`src/rtl/proc_pkg.sv`:
```
// Shared types and constants for the instruction-memory boot loader.
package proc_pkg;

    // Loader FSM states.
    typedef enum logic [2:0] {
        ST_IDLE,
        ST_HDR,
        ST_DATA,
        ST_HOLD,
        ST_RUN,
        ST_ERROR
    } loader_state_t;

    // Default instruction memory depth in words (largest legal frame).
    localparam int DEFAULT_IMEM_DEPTH = 512;

    // Frame header length in bytes (16-bit little-endian word count).
    localparam int HDR_BYTES = 2;

endpackage

```
`src/rtl/word_assembler.sv`:
```
// Collects four bytes into one little-endian 32-bit word; the first byte of
// a word lands in bits 7:0. The completed word is presented combinationally
// together with word_valid while the 4th byte is on the input.
module word_assembler (
    input  logic        clock,
    input  logic        reset,
    input  logic        clear,
    input  logic        byte_valid,
    input  logic [7:0]  byte_data,
    output logic        word_valid,
    output logic [31:0] word
);

    logic [1:0]  cnt_q, cnt_d;
    logic [23:0] shift_q, shift_d;

    // The three earlier bytes sit in shift_q; the 4th completes the word.
    assign word = {byte_data, shift_q};

    // Next byte position and shift contents.
    always_comb begin
        // NOTE: every signal gets a default first so no path leaves it unassigned (no latch).
        cnt_d      = cnt_q;
        shift_d    = shift_q;
        word_valid = 1'b0;
        if (clear) begin
            cnt_d   = 2'd0;
            shift_d = '0;
        end else if (byte_valid) begin
            shift_d    = {byte_data, shift_q[23:8]};
            cnt_d      = cnt_q + 2'd1;
            word_valid = (cnt_q == 2'd3);
        end
    end

    // Byte counter and shift register.
    always_ff @(posedge clock) begin
        // NOTE: non-blocking assignments so all flops update from pre-edge values.
        if (reset) begin
            cnt_q   <= 2'd0;
            shift_q <= '0;
        end else begin
            cnt_q   <= cnt_d;
            shift_q <= shift_d;
        end
    end

endmodule

```
`src/rtl/imem_loader.sv`:
```
// Boot/reload controller: parses a length-prefixed byte frame, writes the
// assembled words into the core instruction memory while holding the core
// in reset, then releases it. A new frame arriving while running reloads.
module imem_loader
    import proc_pkg::*;
#(
    parameter int WIDTH       = 32,
    parameter int IMEM_DEPTH  = DEFAULT_IMEM_DEPTH,
    parameter int HOLD_CYCLES = 4,
    parameter int TIMEOUT     = 100000
) (
    input  logic             clock,
    input  logic             reset,
    input  logic             rx_valid,
    input  logic [7:0]       rx_data,
    output logic             rx_ready,
    output logic             ins_mem_en,
    output logic [WIDTH-1:0] ins_mem_addr,
    output logic [WIDTH-1:0] ins_mem_data,
    output logic             cpu_reset,
    output logic             busy,
    output logic             done,
    output logic             error,
    output logic [15:0]      words_loaded
);

    localparam int          TO_W      = $clog2(TIMEOUT + 1);
    localparam int          HOLD_W    = $clog2(HOLD_CYCLES + 1);
    localparam logic [15:0] MAX_WORDS = 16'(IMEM_DEPTH);

    loader_state_t    state_q, state_d;
    logic [15:0]      count_q, count_d;
    logic [15:0]      index_q, index_d;
    logic [15:0]      words_q, words_d;
    logic [TO_W-1:0]  timeout_q, timeout_d;
    logic [HOLD_W-1:0] hold_q, hold_d;
    logic             en_q, en_d;
    logic [WIDTH-1:0] addr_q, addr_d;
    logic [WIDTH-1:0] data_q, data_d;
    logic             cpu_reset_q, cpu_reset_d;
    logic             busy_q, busy_d;
    logic             done_q, done_d;
    logic             error_q, error_d;

    logic             accept;
    logic             in_frame;
    logic             timed_out;
    logic             word_valid;
    logic [31:0]      word;
    logic [15:0]      hdr_count;

    // Only rx_ready decodes straight from the state register.
    assign rx_ready  = (state_q == ST_IDLE) || (state_q == ST_HDR) ||
                       (state_q == ST_DATA) || (state_q == ST_RUN);
    assign accept    = rx_valid & rx_ready;
    assign in_frame  = (state_q == ST_HDR) || (state_q == ST_DATA);
    assign timed_out = in_frame && !accept && (timeout_q == TO_W'(TIMEOUT - 1));
    assign hdr_count = {rx_data, count_q[7:0]};

    // Assembler is held clear outside DATA so every frame starts on byte 0.
    word_assembler u_word_assembler (
        .clock      (clock),
        .reset      (reset),
        .clear      (state_q != ST_DATA),
        .byte_valid (accept),
        .byte_data  (rx_data),
        .word_valid (word_valid),
        .word       (word)
    );

    // Next-state, counters and registered-output values.
    always_comb begin
        state_d   = state_q;
        count_d   = count_q;
        index_d   = index_q;
        words_d   = words_q;
        addr_d    = addr_q;
        data_d    = data_q;
        en_d      = 1'b0;
        timeout_d = (in_frame && !accept) ? timeout_q + TO_W'(1) : '0;
        hold_d    = '0;

        case (state_q)
            ST_IDLE: begin
                if (accept) begin
                    count_d = {8'h00, rx_data};
                    state_d = ST_HDR;
                end
            end
            ST_HDR: begin
                if (accept) begin
                    count_d = hdr_count;
                    if (hdr_count > MAX_WORDS) begin
                        state_d = ST_ERROR;
                    end else if (hdr_count == 16'd0) begin
                        state_d = ST_HOLD;
                    end else begin
                        index_d = '0;
                        words_d = '0;
                        state_d = ST_DATA;
                    end
                end else if (timed_out) begin
                    state_d = ST_ERROR;
                end
            end
            ST_DATA: begin
                if (word_valid) begin
                    addr_d  = WIDTH'(index_q);
                    data_d  = WIDTH'(word);
                    en_d    = 1'b1;
                    index_d = index_q + 16'd1;
                    words_d = words_q + 16'd1;
                    if (index_q == count_q - 16'd1) begin
                        state_d = ST_HOLD;
                    end
                end else if (timed_out) begin
                    state_d = ST_ERROR;
                end
            end
            ST_HOLD: begin
                // HOLD spans HOLD_CYCLES+1 cycles, the first overlapping the last write.
                if (hold_q == HOLD_W'(HOLD_CYCLES)) begin
                    state_d = ST_RUN;
                end else begin
                    hold_d = hold_q + HOLD_W'(1);
                end
            end
            ST_RUN: begin
                if (accept) begin
                    count_d = {8'h00, rx_data};
                    words_d = '0;
                    state_d = ST_HDR;
                end
            end
            ST_ERROR: begin
                state_d = ST_ERROR;
            end
            default: begin
                state_d = ST_IDLE;
            end
        endcase

        // Status outputs are registered from the next state so they align with it.
        cpu_reset_d = (state_d != ST_RUN);
        busy_d      = (state_d == ST_HDR) || (state_d == ST_DATA) || (state_d == ST_HOLD);
        done_d      = (state_d == ST_RUN);
        error_d     = (state_d == ST_ERROR);
    end

    // State, counters and output registers.
    always_ff @(posedge clock) begin
        if (reset) begin
            state_q     <= ST_IDLE;
            count_q     <= '0;
            index_q     <= '0;
            words_q     <= '0;
            timeout_q   <= '0;
            hold_q      <= '0;
            en_q        <= 1'b0;
            addr_q      <= '0;
            data_q      <= '0;
            cpu_reset_q <= 1'b1;
            busy_q      <= 1'b0;
            done_q      <= 1'b0;
            error_q     <= 1'b0;
        end else begin
            state_q     <= state_d;
            count_q     <= count_d;
            index_q     <= index_d;
            words_q     <= words_d;
            timeout_q   <= timeout_d;
            hold_q      <= hold_d;
            en_q        <= en_d;
            addr_q      <= addr_d;
            data_q      <= data_d;
            cpu_reset_q <= cpu_reset_d;
            busy_q      <= busy_d;
            done_q      <= done_d;
            error_q     <= error_d;
        end
    end

    assign ins_mem_en   = en_q;
    assign ins_mem_addr = addr_q;
    assign ins_mem_data = data_q;
    assign cpu_reset    = cpu_reset_q;
    assign busy         = busy_q;
    assign done         = done_q;
    assign error        = error_q;
    assign words_loaded = words_q;

endmodule

```
`config.mk`:
```
export PLATFORM = sky130hd
export DESIGN_NAME = imem_loader
export DESIGN_NICKNAME = d
export VERILOG_FILES = /design/src/rtl/proc_pkg.sv /design/src/rtl/word_assembler.sv /design/src/rtl/imem_loader.sv
export SDC_FILE = /design/constraint.sdc
export NUM_CORES = 1
export LEC_CHECK = 0
export CAP_MARGIN = 20
export CORE_ASPECT_RATIO = 1.1
export CORE_MARGIN = 2
export CORE_UTILIZATION = 40
export CTS_CLUSTER_SIZE = 30
export DETAILED_ROUTE_END_ITERATION = 6
export GPL_TIMING_DRIVEN = 0
export PLACE_DENSITY_LB_ADDON = 0.15
export SETUP_SLACK_MARGIN = 0.15
export SYNTH_ARGS = -nofsm -noshare
export SYNTH_HDL_FRONTEND = slang
export SYNTH_SLANG_ARGS = --single-unit
```
`constraint.sdc`:
```
create_clock -name clock -period 2.9 [get_ports clock]
set_clock_uncertainty 0.05 [all_clocks]
set_input_delay 0.87 -clock clock [delete_from_list [all_inputs] [get_ports clock]]
set_output_delay 0.87 -clock clock [all_outputs]
set_load 0.05 [all_outputs]
```
==> results of run 1 <==
-- flip-flops by register name, indices dropped and copies added (netlist names) --
signal and flops:
words_loaded 16, timeout_q 17, error 1, index_q 16
count_q 16, u_word_assembler.shift_q 24, ins_mem_en 1, ins_mem_addr 16
done 1, cpu_reset 1, u_word_assembler.cnt_q 2, ins_mem_data 32
hold_q 3, state_q 3, busy 1
-- timing repair --
item / 4_1_cts / 5_1_grt
hold buffers: 0 / 0
endpoints found under the setup margin: 59 / 57
gates resized for setup: 37 / 30
pin swaps: 3 / 10
setup buffers: 2 / 4
cloned: 1 / 1
-- metal layers --
metal | track usage | share of wire | vias up
li1 | - | - | 2973
met1 | 0.258 | 0.49 | 2613
met2 | 0.295 | 0.45 | 105
met3 | 0.0427 | 0.039 | 23
met4 | 0.0613 | 0.017 | 0
met5 | 0 | 0 | -
-- cell families after synthesis --
kind of cell / after synthesis
xor gates and xnor gates: 64
adders and majority gates: 8
and+or+nand+nor: 349
buffers and inverters: 84
AOI/OAI and AO/OA: 154
other: 1
DFF: 150
muxes: 7
-- tightest hold or removal path, cell delays in order, from the launching register on --
cell,delay (ps)
dfxtp_1,300
nand2_1,50
a21oi_1,50
-- metrics by stage --
step	instances	area [um^2]
floorplan	832	6760
global placement	1115	7810
detailed placement	1115	7810
CTS	1149	8450
global route	1154	8580
finish	1154	8580
-- power groups by stage --
| stage | Combinational, mW | Clock, mW | Sequential, mW |
|---|---|---|---|
| after CTS | 0.368 | 2.17 | 2.10 |
| final | 0.383 | 2.12 | 2.10 |
| after global placement | 0.366 | 0 | 2.14 |
| after detailed placement | 0.365 | 0 | 2.14 |
| after global routing | 0.421 | 2.26 | 2.10 |
| after floorplan | 0.266 | 0 | 2.15 |
-- cells in the final DEF (no fill, tap or decap), types with 4 or more instances in the layout --
cell             netlist  final
nand3_1               27     27
clkdlybuf4s50_1        0     71
nor3_1                11     10
clkbuf_2               0      5
ha_1                   7      6
nand4_1               12     12
buf_6                  3      4
a211oi_2               7      6
clkbuf_1              36     32
o21ai_0                8      8
and2_1                 4      4
conb_1                 1     16
xor2_1                17     17
nand2_1              172    172
dfxtp_1              150    150
buf_4                 16     22
or4_1                  5      4
mux2i_1                6      6
nor2_1                77     76
a21oi_1              103    102
buf_2                  8     10
a22oi_1                8      8
clkbuf_16              0     18
nor2b_1                6      5
xnor2_1               47     47
and3_1                 7      7
or3_1                  6      6
inv_1                 15     13
-- area by class of cell --
| type | count | area [um^2] | share of cell area |
|---|---|---|---|
| multi-input cells | 598 | 3420 | 0.399 |
| flip-flops and latches | 150 | 3000 | 0.350 |
| repair buffers | 87 | 906 | 0.106 |
| clock buffers | 21 | 470 | 0.0548 |
| plain buffers | 68 | 365 | 0.0426 |
| well taps | 204 | 255 | 0.0298 |
| clock inverters | 10 | 97.6 | 0.0114 |
| inverters | 16 | 60.1 | 0.00700 |
-- final timing paths --
kind | from | cells past startpoint | slack [ps] | endpoint
max | rx_data[4] | 10 | 220 | words_loaded[6]
min | ins_mem_addr[5] | 2 | 400 | ins_mem_addr[5]
max reg2reg | count_q[1] | 12 | 270 | index_q[0]
min reg2reg | ins_mem_addr[5] | 2 | 400 | ins_mem_addr[5]
==> results.cfg, run 1 <==
[timing]
setup_viol = 0
fin_crit_ps = 2680
hold_viol = 0
worst_slack_ps = 215
tns_ps = 0
holdWs_ps = 402
worstMarginPinSlew_ps = 732
maxSlewViolCount = 0
max_freq_mhz = 372
rsz0062_at_grt = true
finalCritPeriodShare = 0.926
relSlewSlack = 0.512

[detailed_routing]
vias_per_cell = 4.95
first_iter_violations = 336
routed_wl_um = 16500
drc_errors = 0
wl_per_cell_um = 14.3
num_vias = 5714
ant_nets = 0
drtPass1Iterations = 4

[worst_setup_path]
worstPathMaxFanout = 10
critPathTopFamily = simple AND/OR/NAND/NOR gates
cp-end-kind = flop
start_kind = primary input
arrival_ps = 2950
worst-path-buf-inv = 4
critical_path.cell_chain = buf_6, or4_4, nor4b_4, nand4_4, buf_12, clkbuf_16, clkbuf_4, a21oi_1, xnor2_1, nor2_1
slowest_stage = or4_4
crit_type = in -> reg
cp_slowest_stage_delay_ps = 540
required_ps = 3160

[final_layout]
nets = 956
num-fill-cells = 1597
syn_to_final_growth_pct = 28.0
fin_util = 0.524
n_antenna_cell = 0
layout-drive-gt1-share = 0.118

[clocking]
cts_tree = yes
clk_pin_slew_worst_paths_ps = 60
clock_latency_ps = 420
root_buffer = clkbuf_16
cts_buffers = 17
cts.path.max_buffers = 2
cts-htree-levels = 4
cts.sinks = 150

[power]
leakagePower_nw = 2.91
peakVddDrop_uv = 396
powerDensity_nw_per_um2 = 536
finalPower_mw = 4.60
clockPowerShare = 0.461
sw_frac_of_total = 0.247
comb_power_share = 0.083
p_seq_frac = 0.456
switching_power_mw = 1.14
p_int_mw = 3.46

[flow_run]
cap_violations = 0

[synthesis]
synth.avg_cell_area_um2 = 8.21
synth_area_leader_cell = dfxtp_1
synth_enable_flop_cells = 0
synthSimpleGateAreaFrac = 0.236
synthTopCellsByArea = dfxtp_1, nand2_1, a21oi_1
post_synth_fa_ha_maj_area_fraction = 0.0146
synth_commonest_cells = nand2_1, dfxtp_1, a21oi_1
synth-xor-area-share = 0.0836
synth.area.mux_share = 0.0106
synth_warnings = 0
synthArstFlopShare = 0
synth.distinct_cells = 62
syn-instance-count = 817
netlist_area_um2 = 6710
synth-compound-area-share = 0.146
ys_ff_latch = 150
ys_seq_area_frac = 0.448
yosysTopAreaCellShare = 0.448
synth.most_common_cell = nand2_1
synth_top_family_by_area = simple AND/OR/NAND/NOR gates
synth_flop_cell = dfxtp_1

[floorplanning]
start_util = 0.410
dieArea_um2 = 17800
ios = 97
fp.coreArea_um2 = 16400
core.rowCount = 49
die_y_um = 140
die_w_um = 127

[placement]
dp_worst_setup_slack_ps = -933
dpl.hpwl_um = 11500
gp_congestion = 0.854
io_buffers = 79

[grt]
grt_max_degree = 17
antenna_found_initial = 0
grt.total_usage = 0.189
grt-ovfl-total = 0
grt_pass1_wl_um = 26800
grt_pass1_vias = 5184

[min_path]
hold_path_class = reg -> reg

[outcome]
outcome = completed
(Power assumes the default switching activity.)
==> inputs of run 2 (changes only) <==
- CORE_UTILIZATION: 40 -> 49
- SKIP_CTS_REPAIR_TIMING: unset -> 1
==> results.cfg, run 2 (same netlist as run 1, synthesis figures left out) <==
[final_layout]
multi_input_area_um2 = 3400
layout.area.seq_um2 = 3000
syn_to_final_growth_pct = 26.2
num-fill-cells = 1208
mostFrequentLayoutCell = nand2_1
layout-drive-gt1-share = 0.105
nets = 952
largest_reg_flops = 32
n_antenna_cell = 0
fin_util = 0.638
final_cells = 1130
final_cell_mix = nand2_1, dfxtp_1, a21oi_1, nor2_1, clkdlybuf4s50_1

[clocking]
clock_latency_ps = 430
cts.sinks = 150
clk_pin_slew_worst_paths_ps = 60
cts_buffers = 17
cts.path.max_buffers = 2
cts_tree = yes
root_buffer = clkbuf_16
cts-htree-levels = 4

[grt]
use_met1 = 0.285
grtUsageMet2 = 0.350
top_usage_layer = met2
grt_pass1_vias = 5057
grt_max_degree = 17
grt-ovfl-total = 0
grt.total_usage = 0.217
antenna_found_initial = 0
gr-usage-met3 = 0.0478
grt_pass1_wl_um = 24900

[worst_setup_path]
required_ps = 3170
path_depth = 7
critPathTopFamily = simple AND/OR/NAND/NOR gates
cp_slowest_stage_delay_ps = 540
r2r_slack_ps = 250
start_kind = primary input
rr_worst_depth = 9
crit_type = in -> reg
r2r-end = words_loaded[15]
critical_path.cell_chain = buf_12, or4_4, nor4b_4, nand4_4, a2111oi_4, a31o_2, a21oi_1
slowest_stage = or4_4
worstPathMaxFanout = 8
worst-path-buf-inv = 1
cp-end-kind = flop
r2r_start = count_q[0]
arrival_ps = 2980

[placement]
io_buffers = 79
dp.cells = 1095
gp_congestion = 0.889
dpl.hpwl_um = 11000

[detailed_routing]
vias_per_cell = 5.11
wl_per_cell_um = 14.0
routed_wl_um = 15800
first_iter_violations = 415
num_vias = 5772
drc_errors = 0
ant_nets = 0
drtPass1Iterations = 5

[power]
leakagePower_nw = 2.88
powerDensity_nw_per_um2 = 544
peakVddDrop_uv = 402

[timing]
hold_viol = 0
maxSlewViolCount = 0
relSlewSlack = 0.513
setup_viol = 0
rsz0062_at_grt = true
max_freq_mhz = 369
tns_ps = 0
worstMarginPinSlew_ps = 727
fin_crit_ps = 2710
finalCritPeriodShare = 0.934

[floorplanning]
fp.coreArea_um2 = 13300
core.rowCount = 44
start_util = 0.505
die_y_um = 127
dieArea_um2 = 14600
ios = 97
die_w_um = 116

[min_path]
min_from = ins_mem_addr[5]
min_to = ins_mem_addr[5]
hold_depth = 2
hold_path_class = reg -> reg

[outcome]
outcome = completed

[flow_run]
cap_violations = 0
-- run 2: cell types whose count changed in the layout (fill, tap and decap cells not counted), sizes merged --
cell	delta
buf	-6
bufinv	+1
clkinv	+1
clkinvlp	-1
dlymetal6s2s	+1
-- run 2: power breakdown --
part | internal, mW | total, mW | switching (mW)
Clock | 1.26 | 2.13 | 0.862
Combinational | 0.137 | 0.383 | 0.247
Sequential | 2.08 | 2.10 | 0.0184
Total | 3.48 | 4.61 | 1.13
-- run 2: cell type report --
cell class / instances / area share
Multi-Input combinational cell: 598 / 0.402
Sequential cell: 150 / 0.355
Timing Repair Buffer: 83 / 0.0982
Clock buffer: 20 / 0.0516
Buffer: 68 / 0.0439
Tap cell: 184 / 0.0272
Clock inverter: 11 / 0.0149
Inverter: 16 / 0.00710
-- run 2: tightest hold or removal path, cell delays in order, from the launching register on --
cell and delay (ps):
dfxtp_1 310, nand2_1 50, a21oi_1 50
-- run 2: worst max path at each step --
stage | startpoint | to | slack [ps]
2_1_floorplan | rx_data[2] | words_loaded[15] | 120
3_3_place_gp | rx_data[2] | state_q[0] | -960
3_5_place_dp | rx_data[2] | state_q[0] | -1010
4_1_cts | rx_data[2] | state_q[0] | -570
5_1_grt | rx_data[3] | words_loaded[15] | 80
6_report | rx_data[3] | words_loaded[15] | 190
-- run 2: per-layer routing --
metal | share of wire | wire (um) | vias to the layer above
li1 | - | - | 2965
met1 | 0.47 | 7340 | 2641
met2 | 0.47 | 7480 | 142
met3 | 0.042 | 661 | 24
met4 | 0.018 | 290 | 0
met5 | 0 | 0 | -
-- run 2: stage by stage --
stage	total power, mW	worst slack [ps]	hold WS [ps]	instance area (um^2)
after floorplan	2.41	119	380	6760
after global placement	2.50	-957	393	7780
after detailed placement	2.50	-1010	395	7780
after CTS	4.61	-572	404	8350
after global routing	4.75	84.2	420	8460
final	4.61	191	401	8460
==> inputs of run 3 (changes only) <==
- CAP_MARGIN: 20 -> unset
- CORE_ASPECT_RATIO: 1.1 -> 1.75
- CORE_UTILIZATION: 49 -> 50
- SYNTH_HIERARCHICAL: unset -> 1
==> results.cfg, run 3 <==
[timing]
relSlewSlack = 0.412
rsz0062_at_grt = true
max_freq_mhz = 334
setup_viol = 7
finalCritPeriodShare = 1.03
worst_slack_ps = -90.2
worstMarginPinSlew_ps = 879
hold_viol = 0
maxSlewViolCount = 0
fin_crit_ps = 2990

[power]
leakagePower_nw = 3.43
peakVddDrop_uv = 427
powerDensity_nw_per_um2 = 504

[grt]
antenna_found_initial = 0
grt_max_degree = 19
grt_pass1_vias = 6239
grt_pass1_wl_um = 30400
grt.total_usage = 0.248
grt-ovfl-total = 0

[worst_setup_path]
r2r_slack_ps = -90
worstPathMaxFanout = 8
r2r_start = state_q[0]
critPathLaunch = state_q[0]
cp-end-kind = flop
crit_type = reg -> reg
start_kind = flop
r2r-end = words_loaded[11]
critPathTopFamily = simple AND/OR/NAND/NOR gates
required_ps = 3160
cp_slowest_stage_delay_ps = 430
rr_worst_depth = 16
worstSetupEndpoint = words_loaded[11]
critical_path.cell_chain = buf_8, buf_8, a21o_4, o21ai_4, and2_4, buf_12, buf_12, and3b_2, nand4bb_4, buf_12, buf_6, o21a_4, nor4_4, buf_4, buf_6, nor4_1
arrival_ps = 3250
worst-path-buf-inv = 8
path_depth = 16
path_common_cell = buf_12
slowest_stage = nor4_4

[synthesis]
synth.area.mux_share = 0.0550
synth.most_common_cell = dfxtp_1
post_synth_fa_ha_maj_area_fraction = 0.0120
ys_seq_area_frac = 0.412
synth_enable_flop_cells = 0
synth-compound-area-share = 0.147
synth_commonest_cells = dfxtp_1, nand2_1, a21oi_1
ys_ff_latch = 150
synth-xor-area-share = 0.0409
netlist_area_um2 = 7280
synth_warnings = 6
synthArstFlopShare = 0
syn-instance-count = 860
synth_top_family_by_area = simple AND/OR/NAND/NOR gates
synth_flop_cell = dfxtp_1
synth_area_leader_cell = dfxtp_1
synthTopCellsByArea = dfxtp_1, nand2_1, mux2i_1
yosysTopAreaCellShare = 0.412
synth.distinct_cells = 73
synthSimpleGateAreaFrac = 0.261
synth.avg_cell_area_um2 = 8.47

[placement]
placed_cell_area_um2 = 8450
io_buffers = 79
dpl.hpwl_um = 13900
gp_congestion = 0.912

[final_layout]
largest_reg_flops = 32
syn_to_final_growth_pct = 33.3
nets = 1025
mostFrequentLayoutCell = dfxtp_1
fin_util = 0.679
n_antenna_cell = 0
num-fill-cells = 1202
layout-drive-gt1-share = 0.183
final_cell_mix = dfxtp_1, nand2_1, a21oi_1, clkdlybuf4s50_1, nor2_1
fin_area_um2 = 9710

[detailed_routing]
wl_met2_um = 11100
wl_met3_um = 788
drtPass1Iterations = 5
wl_per_cell_um = 16.7
vias_per_cell = 5.62
drc_errors = 0
num_vias = 6742
top_layer_used = met4
routed_wl_um = 20000
first_iter_violations = 331
ant_nets = 0
met1Wirelength_um = 7580

[outcome]
outcome = complete, but fails checks
violations = setup timing

[clocking]
clock_latency_ps = 430
cts.path.max_buffers = 2
root_buffer = clkbuf_16
cts-htree-levels = 4
clk_pin_slew_worst_paths_ps = 70
cts_buffers = 17
cts_tree = yes
cts.sinks = 150

[floorplanning]
core.rowCount = 58
die_y_um = 164
dieArea_um2 = 15600
fp.coreArea_um2 = 14300
die_w_um = 95.2
start_util = 0.509
ios = 97

[min_path]
hold_path_class = reg -> reg
hold_depth = 2

[flow_run]
cap_violations = 0
-- run 3: changes by cell type after synthesis, sizes merged, moves of 13 or more --
cell,change
a21oi,-25
a31oi,+14
mux2i,+34
nand2,-35
nor4,+25
o21ai,+13
xnor2,-27
-- run 3: worst min path at each step --
stage	startpoint	endpoint	slack [ps]
CTS	ins_mem_data[0]	ins_mem_data[0]	410
global placement	u_word_assembler/shift_q[0]	ins_mem_data[0]	390
finish	u_word_assembler/shift_q[2]	ins_mem_data[2]	400
detailed placement	u_word_assembler/shift_q[1]	ins_mem_data[1]	400
floorplan	timeout_q[0]	timeout_q[0]	380
global route	u_word_assembler/shift_q[1]	ins_mem_data[1]	420
-- run 3: metal layers --
layer / global-route usage / up-vias
met4: 0.0968 / 0
li1: - / 3297
met3: 0.0443 / 44
met2: 0.471 / 216
met5: 0 / -
met1: 0.262 / 3185
-- run 3: per-stage QoR --
stage	setup TNS [ps]	hold WS (ps)	worst slack [ps]	power, mW	cells
floorplan	-57.5	380	-57.5	2.51	875
global placement	-40590	391	-979	2.63	1134
detailed placement	-41390	395	-963	2.63	1134
CTS	-23080	406	-551	4.84	1166
global route	-1090	421	-139	5.05	1200
finish	-477	402	-90.2	4.89	1200
-- run 3: worst reg2reg max path, cell delays in order (launching register included) --
cell and delay, ps:
dfxtp_2 330, buf_8 130, buf_8 130, a21o_4 220
o21ai_4 60, and2_4 170, buf_12 100, buf_12 90
and3b_2 250, nand4bb_4 160, buf_12 170, buf_6 110
o21a_4 130, nor4_4 430, buf_4 200, buf_6 130
nor4_1 60
-- run 3: layout make-up --
type | count | area, um^2 | area share
Buffer | 80 | 593 | 0.0611
Clock buffer | 17 | 425 | 0.0438
Clock inverter | 15 | 181 | 0.0187
Inverter | 16 | 60.1 | 0.00619
Multi-Input combinational cell | 629 | 4120 | 0.424
Sequential cell | 150 | 3010 | 0.310
Tap cell | 180 | 225 | 0.0232
Timing Repair Buffer | 113 | 1100 | 0.113
-- run 3: where the power goes --
group,leakage (nW),internal (mW),switching [mW]
Clock,0.289,1.17,1.05
Combinational,1.93,0.223,0.354
Sequential,1.21,2.08,0.0221
-- run 3: cells by family (layout without fill, tap and decap cells) --
logic type,Yosys count,in the layout
compound gates,161,161
xor+xnor,34,34
fa+ha+maj,7,7
buf+inv,96,241
flops,150,150
mux,40,40
other cells,1,16
simple gates,371,371
==> patch 1, RTL diff (flow settings as in run 3) <==
The 6 states of `loader_state_t` get a one-hot encoding in 6 bits.
--- a/src/rtl/proc_pkg.sv
+++ b/src/rtl/proc_pkg.sv
@@ -3,11 +3,11 @@
 
     // Loader FSM states.
-    typedef enum logic [2:0] {
-        ST_IDLE,
-        ST_HDR,
-        ST_DATA,
-        ST_HOLD,
-        ST_RUN,
-        ST_ERROR
+    typedef enum logic [5:0] {
+        ST_IDLE  = 6'b000001,
+        ST_HDR   = 6'b000010,
+        ST_DATA  = 6'b000100,
+        ST_HOLD  = 6'b001000,
+        ST_RUN   = 6'b010000,
+        ST_ERROR = 6'b100000
     } loader_state_t;
 
Check against the original RTL: same outputs for any inputs over 4 cycles, from zero or initial values and one cycle with reset high; so few cycles prove little.
==> patch 1 against run 3 <==
The run still ends with setup timing left. Global-route usage fell by 0.70 points. Cell count fell by 2.2%. Critical path depth is 1 lower. Power is 4.6% higher. Die area down 2.0%. Area after synthesis is 2.1% lower. Worst setup slack worse by 0.40 ns. Design area down 3.4%. Wire length fell by 7.1%. Sequential share of layout area up 1.7 points. Sequential power up 2%. Sequential cell count grew 3. Critical path type unchanged. Largest cell class unchanged. Largest power group unchanged.
==> patch 1: results (changes against run 3) <==
Worst setup path
  • CP top delay family: simple AND/OR/NAND/NOR gates
  • FF-to-FF End: words_loaded[3]$_SDFFE_PP0P_
  • CP Data Arrival Time: 3.71 ns (+0.46 ns)
  • Worst Setup EP: words_loaded[3]$_SDFFE_PP0P_
  • Setup crit start: state_q[1]$_SDFF_PP0_
  • Crit-path max cell delay: 0.48 ns (+0.05 ns)
  • Maximum fanout along the worst path: 5 (-3)
  • Crit-path slowest cell: or4b_4

Placed design
  • Setup WS pre-CTS: -1.325 ns (-0.3623 ns)
  • # port buffers: 80 (+1.3%)
  • Routability cong.: 0.8764 (-3.9%)
  • Placed insts: 1117 (-1.5%)
  • Dpl cell area: 8352 um^2 (-1.2%)

Yosys
  • Commonest cells post-synth: 153 x dfxtp_1, 131 x nand2_1, 92 x a21oi_1
  • Area contributors post-synth: dfxtp_1 43%, nand2_1 6.9%, a21oi_1 6.5%, mux2i_1 4.8%, nor2_1 3.8%
  • Synth warn: 6 (unchanged)
  • Sequential-to-total area share from yosys stat: 42.97% (+1.7 points)
  • Cells after synthesis: 845 (-1.7%)

Finish
  • Buffering overhead: 16.60% (-0.83 points)
  • Nonclk buf count: 181 (-6.2%)
  • Num sequential: 153 (+2.0%)
  • Layout cells sized above 1: 16.85% (-1.5 points)
  • Non-CTS inverters: 17 (+1)
  • Final #Nets: 1002 (-2.2%)
  • Non-filler cells, final: 1174 (-2.2%)
  • Area of the multi-input gates: 3872 um^2 (-6.0%)
  • Fill count: 1180 (-1.8%)
  • Register Area: 3065 um^2 (+2.0%)
  • Sequential share of cell area: 32.70% (+1.7 points)
  • Multi-input gate count: 614 (-2.4%)
  • Clk tree area frac: 6.353% (+0.10 points)

Power and ir drop
  • VDD IR-drop max: 0.4189 mV (-2.0%)
  • Lkg Pwr: 0.003310 uW (-3.6%)

GRT
  • Met3 Use GR: 4.499% (+0.071 points)
  • Grt met2 use: 44.45% (-2.6 points)
  • Total global-route track usage: 24.11% (-0.70 points)
  • Vias in the first global route: 6041 (-3.2%)
  • Met1 Track Usage GR: 26.56% (+0.37 points)
  • Global-route wire length before repair: 29230 um (-3.7%)

Hold path
  • Hold Crit Start: u_word_assembler/shift_q[0]$_SDFFE_PP0P_
  • Hold path endpoint: ins_mem_data[0]$_SDFFE_PP0P_

Timing
  • Fin Hold WS: 0.4017 ns (-0.0006230 ns)
  • Final worst slack: -0.4898 ns (-0.3997 ns)
  • TNS Setup: -21.80 ns (-21.32 ns)
  • Final setup vio count: 87 (+80)
  • Max_slew headroom: 32.31% (-8.8 points)

Route
  • DR vias: 6487 (-3.8%)
  • M1 WL: 7310 um (-3.6%)
  • Met3 WL post-DR: 756 um (-4.1%)
  • Avg WL per Cell: 15.84 um (-5.0%)
  • Met2 wire len: 10020 um (-10%)
  • DR iter-0 viols: 326 (-1.5%)

Run status
  • Failing checks: setup timing
  • Status: finished with violations

Floorplan
  • Die width: 94.26 um (-1.0%)
==> patch 1: cell types whose count changed after synthesis, sizes merged, moves of 10 or more <==
cell	run 3	this run
xor2	14	24
nor4	28	7
a21oi	78	95
nand3	35	25
or3	6	20
nand4	14	25
a31oi	16	3
==> patch 1: logic make-up after synthesis <==
kind of cell | after synthesis | share of synthesized area (%)
simple gates | 346 | 23.66
compound gates | 167 | 13.95
flops | 153 | 42.97
other cells | 1 | 0.05261
buf+inv | 93 | 7.460
mux | 36 | 5.125
fa+ha+maj | 7 | 1.229
xor+xnor | 42 | 5.547
==> patch 1: power by group through the flow <==
stage	combinational, uW	sequential, uW	clock (uW)
6_report	752	2140	2220
5_1_grt	803	2140	2330
4_1_cts	661	2140	2250
3_5_place_dp	657	2190	0
3_3_place_gp	652	2190	0
2_1_floorplan	510	2190	0
==> patch 2, RTL diff (flow settings as in run 3) <==
Without the edit above. Change the parameter `TIMEOUT` from 100000 to 25000.
--- a/src/rtl/imem_loader.sv
+++ b/src/rtl/imem_loader.sv
@@ -8,5 +8,5 @@
     parameter int IMEM_DEPTH  = DEFAULT_IMEM_DEPTH,
     parameter int HOLD_CYCLES = 4,
-    parameter int TIMEOUT     = 100000
+    parameter int TIMEOUT     = 25000
 ) (
     input  logic             clock,
Check against the original RTL: no difference found for any inputs over 10 cycles, from zero or initial values and one cycle with reset high; that may be too few to reach the edited logic, so the function may still have changed.
==> patch 2 against run 3 <==
Cell count is 6.3% lower. Area after synthesis is 8.1% lower. Clock power is 5% lower. Worst setup slack better by 0.26 ns. Wire length is 11% lower. Design area is 10% lower. Power is 5.3% lower. Critical path depth is 8 lower. Sequential cell count is 2 lower. Via count is 9.4% lower. Largest power group unchanged.
==> patch 2: results (changes against run 3) <==
Yosys
  • Area contributors post-synth: dfxtp_1 44%, nand2_1 7.7%, a21oi_1 5.9%, nor2_1 4.9%, mux2i_1 4.8%
  • Synth Area in Compound Gates: 13.01% (-1.7 points)
  • Synth warn: 6 (unchanged)
  • Commonest cells post-synth: 148 x dfxtp_1, 138 x nand2_1, 88 x nor2_1
  • Synth Area in XOR/XNOR: 5.626% (+1.5 points)
  • Asr flop ratio synth: 0% (unchanged)
  • Mux contribution to synthesized area: 4.785% (-0.71 points)
  • Post-Synth Adder-Cell Area: 1.308% (+0.11 points)
  • Number of synthesized flops with an enable pin: 0 (unchanged)
  • Sequential-to-total area share from yosys stat: 44.26% (+3.0 points)
  • Main flop type after synthesis: dfxtp_1
  • Syn Area/Cell: 8.274 um^2 (-2.3%)
  • Count of cell types in the netlist: 55 (-25%)

Worst setup path
  • Critical Path End Type: flip-flop
  • CP top delay family: buffers and inverters
  • Reg2reg path depth: 12 (-4)
  • FF-to-FF End: words_loaded[1]$_SDFFE_PP0P_
  • CP Data Arrival Time: 3.04 ns (-0.21 ns)
  • Reg2Reg Setup Slack: 0.22 ns (+0.31 ns)
  • Crit-path slowest cell: or4_4
  • Crit-path max cell delay: 0.67 ns (+0.24 ns)
  • Setup crit start: rx_data[1]
  • Worst R2R Start: state_q[2]$_SDFF_PP0_

Hold path
  • Hold Crit Start: ins_mem_addr[14]$_SDFFE_PP0P_
  • Hold path endpoint: ins_mem_addr[14]$_SDFFE_PP0P_
  • Hold depth: 2 (unchanged)

Placed design
  • Hpwl dp: 13050 um (-6.4%)
  • # port buffers: 80 (+1.3%)
  • Dpl cell area: 7833 um^2 (-7.3%)
  • Routability cong.: 0.9497 (+4.1%)

Route
  • Drt pass-1 iters: 6 (+1)
  • Avg WL per Cell: 15.93 um (-4.5%)
  • Vias per cell: 5.428 (-3.4%)
  • DR iter-0 viols: 328 (-0.91%)

CTS
  • Clock Path Buffers: 2 (unchanged)
  • Clk root buf: clkbuf_16
  • Clock latency at the later pin of the worst-skew pair: 0.42 ns

Run status
  • Status: complete, no violations

Power and ir drop
  • Lkg Pwr: 0.003181 uW (-7.4%)
  • VDD IR-drop max: 0.4363 mV (+2.1%)

GRT
  • Vias in the first global route: 6127 (-1.8%)
  • Total global-route track usage: 25.11% (+0.30 points)
  • Global-route wire length before repair: 28900 um (-4.8%)
  • Largest net degree at the start of global routing: 17 (-2)

Finish
  • Layout cells sized above 1: 13.77% (-4.6 points)
  • Non-filler cells, final: 1125 (-6.3%)
  • Inserted Diodes: 0 (unchanged)
  • Final #Nets: 956 (-6.7%)
  • Fill count: 1115 (-7.2%)
  • Largest register FFs: 32 (unchanged)

Timing
  • Max_slew headroom: 36.72% (-4.4 points)
patch 2: cell types whose count changed after synthesis, sizes merged, moves of 6 or more:
cell,delta
a311oi,+9
a31oi,-9
mux2i,-8
nand2b,-8
nand3,-8
nor2,+20
nor4,-14
xor2,+6
patch 2: per-layer routing:
layer / share of wire [%] / track usage (%) / up-vias
met2: 54 / 46.43 / 166
met5: 0 / 0 / -
met1: 38 / 26.71 / 2896
met4: 3.4 / 12.41 / 0
li1: - / - / 2996
met3: 3.9 / 5.170 / 49
patch 2: metrics by stage:
| step | hold slack, ns | utilization [%] | worst slack [ns] |
|---|---|---|---|
| 6_report | 0.4022 | 65.76 | 0.1687 |
| 4_1_cts | 0.4062 | 63.38 | -0.8737 |
| 2_1_floorplan | 0.3760 | - | 0.1553 |
| 3_3_place_gp | 0.3902 | 59.15 | -0.9533 |
| 5_1_grt | 0.4200 | 65.76 | 0.1118 |
| 3_5_place_dp | 0.3934 | 59.15 | -1.003 |
patch 2: layout make-up:
class | count | area share (%)
plain buffers | 73 | 5.560
clock buffers | 17 | 4.885
clock inverters | 15 | 1.552
inverters | 12 | 0.5603
multi-input cells | 591 | 40.13
flip-flops and latches | 148 | 34.05
well taps | 174 | 2.500
repair buffers | 95 | 10.76
patch 2: worst min-delay path: stages, from the launching register on:
cell and delay, ns:
dfxtp_1 0.31, nand2_1 0.05, a21oi_1 0.05
patch 2: power by group:
group	internal, uW	switching (uW)	leakage, uW
logic	180	287	0.00171
registers	2050	20.1	0.00119
clock network	1130	960	0.000273
total	3360	1270	0.00318
